$ cat src/rtl/bus_req_arbiter.sv
// Two-requester round-robin arbiter in front of a single register slave.
// One transaction in flight at a time: IDLE -> ISSUE (strobe) -> WAIT (done/timeout) -> RESP (ack).
module bus_req_arbiter #(
    parameter int unsigned AW      = 14,
    parameter int unsigned TIMEOUT = 16
) (
    input  logic          clk,
    input  logic          rst_n,
    input  logic          rq0_rd_i,
    input  logic          rq0_wr_i,
    input  logic [AW-1:0] rq0_addr_i,
    input  logic [31:0]   rq0_wdata_i,
    output logic          rq0_ack_o,
    output logic          rq0_err_o,
    output logic [31:0]   rq0_rdata_o,
    input  logic          rq1_rd_i,
    input  logic          rq1_wr_i,
    input  logic [AW-1:0] rq1_addr_i,
    input  logic [31:0]   rq1_wdata_i,
    output logic          rq1_ack_o,
    output logic          rq1_err_o,
    output logic [31:0]   rq1_rdata_o,
    output logic          s_rd_o,
    output logic          s_wr_o,
    output logic [AW-1:0] s_addr_o,
    output logic [31:0]   s_wdata_o,
    input  logic [31:0]   s_rdata_i,
    input  logic          s_rd_done_i,
    input  logic          s_wr_done_i,
    output logic          busy_o
);

    typedef enum logic [1:0] {StIdle, StIssue, StWait, StResp} state_e;

    localparam logic [7:0] CntMax = 8'(TIMEOUT - 1);

    state_e          state_q, state_d;
    logic            grant_q;
    logic            last_q;
    logic            read_q;
    logic            err_q;
    logic [7:0]      cnt_q;
    logic [AW-1:0]   addr_q;
    logic [31:0]     wdata_q;
    logic [31:0]     rdata0_q, rdata1_q;

    logic            req0, req1, any_req;
    logic            pick, pick_read;
    logic            match_done, expire;

    always_comb begin
        req0      = rq0_rd_i | rq0_wr_i;
        req1      = rq1_rd_i | rq1_wr_i;
        any_req   = req0 | req1;
        // On a tie, favour whoever was not granted last; otherwise the sole requester.
        pick      = (req0 && req1) ? ~last_q : req1;
        // A simultaneous rd+wr is served as a read; the write stays pending.
        pick_read = pick ? rq1_rd_i : rq0_rd_i;
        match_done = read_q ? s_rd_done_i : s_wr_done_i;
        expire     = (cnt_q == CntMax);
    end

    always_ff @(posedge clk) begin
        if (!rst_n) begin
            state_q <= StIdle;
        end else begin
            state_q <= state_d;
        end
    end

    always_comb begin
        state_d = state_q;
        unique case (state_q)
            StIdle:  if (any_req) state_d = StIssue;
            StIssue: state_d = StWait;
            StWait:  if (match_done || expire) state_d = StResp;
            StResp:  state_d = StIdle;
            default: state_d = StIdle;
        endcase
    end

    always_ff @(posedge clk) begin
        if (!rst_n) begin
            grant_q  <= 1'b0;
            last_q   <= 1'b1;
            read_q   <= 1'b0;
            err_q    <= 1'b0;
            cnt_q    <= 8'd0;
            addr_q   <= '0;
            wdata_q  <= 32'd0;
            rdata0_q <= 32'd0;
            rdata1_q <= 32'd0;
        end else begin
            unique case (state_q)
                StIdle: begin
                    if (any_req) begin
                        grant_q <= pick;
                        read_q  <= pick_read;
                        addr_q  <= pick ? rq1_addr_i : rq0_addr_i;
                        wdata_q <= pick ? rq1_wdata_i : rq0_wdata_i;
                    end
                end
                StIssue: cnt_q <= 8'd0;
                StWait: begin
                    if (match_done || expire) begin
                        // A done landing on the expiry cycle still counts as success.
                        err_q <= ~match_done;
                        if (read_q) begin
                            if (grant_q) rdata1_q <= match_done ? s_rdata_i : 32'hFFFF_FFFF;
                            else         rdata0_q <= match_done ? s_rdata_i : 32'hFFFF_FFFF;
                        end
                    end else begin
                        cnt_q <= cnt_q + 8'd1;
                    end
                end
                StResp: last_q <= grant_q;
                default: ;
            endcase
        end
    end

    always_comb begin
        s_rd_o      = (state_q == StIssue) &&  read_q;
        s_wr_o      = (state_q == StIssue) && !read_q;
        busy_o      = (state_q != StIdle);
        rq0_ack_o   = (state_q == StResp) && !grant_q;
        rq1_ack_o   = (state_q == StResp) &&  grant_q;
        rq0_err_o   = rq0_ack_o && err_q;
        rq1_err_o   = rq1_ack_o && err_q;
        rq0_rdata_o = rdata0_q;
        rq1_rdata_o = rdata1_q;
        s_addr_o    = addr_q;
        s_wdata_o   = wdata_q;
    end

endmodule

$ cat config.mk
export PLATFORM = sky130hd
export DESIGN_NAME = bus_req_arbiter
export DESIGN_NICKNAME = d
export VERILOG_FILES = /design/src/rtl/bus_req_arbiter.sv
export SDC_FILE = /design/constraint.sdc
export NUM_CORES = 1
export LEC_CHECK = 0
export BUFFER_PORTS_ARGS = -buffer_cell sky130_fd_sc_hd__buf_2
export CORE_MARGIN = 1.5
export CORE_UTILIZATION = 35
export CTS_CLUSTER_DIAMETER = 200
export DETAILED_ROUTE_END_ITERATION = 12
export GPL_ROUTABILITY_DRIVEN = 0
export PLACE_DENSITY = 0.72
export SLEW_MARGIN = 20
export SYNTH_ARGS = -nofsm -noshare
export SYNTH_HDL_FRONTEND = slang
export SYNTH_SLANG_ARGS = --single-unit
export TNS_END_PERCENT = 30
$ cat constraint.sdc
create_clock -name clk -period 3.28 [get_ports clk]
set_input_delay 0.164 -clock clk [delete_from_list [all_inputs] [get_ports clk]]
set_output_delay 0.164 -clock clk [all_outputs]
set_load 0.02 [all_outputs]
==> impl_results.md <==
- Gate Count Post-Synth: between 400 and 500
- Placed Area: 6260 sq um
- Synth Flop Type: dfxtp_1
- Row count: 43
- Final Hold Viols: 0
- Bufs on Longest Clock Path: 2
- Worst min path class: in -> reg
- Setup ws final: around 1.2 ns
- Final Skew: ~0.012 ns
- DRT Pass-1 Iters: 4
- PwrDens: ~800 nW/um^2
- Flops & latches, synth: ~120
- GR Util All Layers: 0.185
- Post-CTS Setup Bufs: 0
- Antenna violations before repair: 0
- Cts-stage hold buffer count: 0
- Clk sinks: 124
- Top-count cell post-synth: dfxtp_1
- Reg2reg start: state_q[0]
- Post-synth EDFFs: 0
- Tightest Pin Transition: 0.807 ns
- N_diodes: 0
- Post-synth top cells: dfxtp_1 (124), o221a_2 (61), o21ai_0 (54), a21oi_1 (52), mux2i_1 (48)
- First-pass GRT wire length: around 21000 um
- Vias in the first global route: 4371
- Synth area leaders: dfxtp_1 (51%), o221a_2 (14%), mux2i_1 (9.8%)
- Crit path DAT: 2.42 ns
- Post-synthesis cell area: 4890 sq um
- CP Launch Type: flip-flop
- Max-cap viol count: 0
- Final non-filler cell total: a little under 900
- Nets: 825
- Data required, critical path: 3.61 ns
- Leakage power: 0.00343 uW
- Fin crit share: 0.637
- Final setup fails: 0
- Total grt overflow: 0
- Dpl cells: 849
- Yosys cell types: 36
- Worst-skew pair later-pin latency: 0.41 ns
- Num CTS Buffers: 17
- Port Buffers: 248
- Starting DRT DRC Count: around 280
- Routed wire length: ~14000 um
- Rel. slew slack: 0.460
- Worst setup startpoint: state_q[0]
- WS Path Type: reg -> reg
- DPL Wire Length: 9770 um
- Initial Utilization: 0.355
- R2r endpoint: s_wdata_o[3]
- Post-route minimum period: 2.09 ns
- Die Width: between 100 and 150 um
- Fmax: ~0.48 GHz
- Setup crit end: s_wdata_o[3]
- Async SR Flop Fraction: 0
- Setup TNS Final: 0 ns
- Critical Path Sink Type: flip-flop
- Vias/cell: 5.17
- Crit Path Max Fanout: 78
- Post-route ant nets: 0
- CTS clock-pin slew for the worst setup and hold paths: 0.06 ns
- Root buffer cell: clkbuf_16
- Dpl ws: 1.21 ns
- Post-synth top area share: 0.507
- Area grow syn2layout: 40.1%
- Synth warnings: 0
- CTS HTree Levels: 4
- Drt drc: 0
- DIE AREA: 14700 sq um
- Placeable Area: approximately 14000 sq um
- Syn Nets: 593
- Top-Level Pins: about 250
- FF-to-FF setup slack: 1.19 ns
- Via count: ~4600
- Biggest area consumer among synthesized cells: dfxtp_1
- Routed WL per cell: about 16 um
- Avg Inst Size Synth: 10.7 sq um
- DIE HEIGHT: 121 um
- Status: finished, final reports clean
- Peak supply drop: 0.000397 V
- Final core occ: 0.498
- RSZ-0062 raised after global routing: no
- Sequential cell area fraction in the yosys report: 0.507
- Max Slew Vio Count: 0
- Largest net degree at the start of global routing: 84
- Post_cts resized: 0
- Layout cells sized above 1: 0.514
- Fin area: roughly 7000 sq um
- R2R depth: 7
- CTS tree: yes
-- flip-flops by register name, summed over array words and instances, names as in the netlist --
register and flops:
rq0_rdata_o 32, rq1_rdata_o 32, s_wdata_o 32, s_addr_o 14, cnt_q 8, state_q 2
err_q 1, grant_q 1, last_q 1, read_q 1
-- layer usage --
metal / wire, um / share of wire / vias to the layer above / track usage
li1: - / - / 2219 / -
met1: 5940 / 0.43 / 2153 / 0.212
met5: 0 / 0 / - / 0
met4: 153 / 0.011 / 0 / 0.0735
met3: 860 / 0.062 / 10 / 0.0578
met2: 6820 / 0.50 / 171 / 0.321
-- worst min path at each step --
stage	cells past startpoint	from	slack (ns)	endpoint
2_1_floorplan	1	s_rdata_i[25]	0.34	rq0_rdata_o[25]
3_3_place_gp	2	s_rdata_i[27]	0.44	rq0_rdata_o[27]
3_5_place_dp	2	s_rdata_i[30]	0.45	rq0_rdata_o[30]
4_1_cts	2	s_rdata_i[13]	0.01	rq1_rdata_o[13]
5_1_grt	2	s_rdata_i[4]	0.02	rq1_rdata_o[4]
6_report	2	s_rdata_i[2]	0.03	rq1_rdata_o[2]
-- per-stage QoR --
| stage | power [uW] | hold WS [ns] |
|---|---|---|
| 2_1_floorplan | 2990 | 0.338 |
| 3_3_place_gp | 3490 | 0.442 |
| 3_5_place_dp | 3540 | 0.448 |
| 4_1_cts | 5410 | 0.0147 |
| 5_1_grt | 5660 | 0.0160 |
| 6_report | 5360 | 0.0296 |
-- final cells by class --
cell class	instances	area [sq um]
fillers	1299	6920
flip-flops and latches	124	2480
multi-input cells	283	2230
repair buffers	256	1300
clock buffers	19	453
well taps	180	225
clock inverters	13	140
inverters	6	22.5
-- critical path: stages, from the launching register on --
cell,delay [ns]
dfxtp_1,0.34
inv_1,0.09
ha_1,0.22
inv_1,0.11
nor2_4,0.29
buf_4,0.59
o21ai_0,0.19
a21oi_1,0.16
-- where the power goes --
part           switching [uW]  internal (uW)  leakage (uW)
sequential                152           1790       0.00101
combinational            1040            533       0.00214
clock                     686           1160      0.000282
-- cell usage in the layout (no fill, tap or decap), drive strengths merged, types with 3 or more instances in the layout --
master / Yosys / layout
buf: 13 / 256
dfxtp: 124 / 124
o221a: 65 / 65
o21ai: 54 / 54
a21oi: 53 / 53
mux2i: 48 / 48
clkbuf: 30 / 19
nand2: 11 / 11
inv: 6 / 9
and3: 6 / 6
ha: 5 / 5
nor2: 5 / 5
nor3: 5 / 5
and2: 4 / 4
nor2b: 4 / 4
clkinvlp: 0 / 4
clkinv: 0 / 4
nand4: 3 / 3
-- logic make-up (layout without fill, tap and decap cells) --
kind of cell / count (synthesis) / after routing / synth area share
AO/OA/AOI/OAI: 183 / 183 / 0.278
adder cells (fa/ha/maj): 5 / 5 / 0.0128
buffers and inverters: 49 / 294 / 0.0435
flip-flops: 124 / 124 / 0.507
multiplexers: 50 / 50 / 0.104
AND/OR/NAND/NOR: 45 / 45 / 0.0550
No activity file was read; power rests on OpenSTA's default activity.
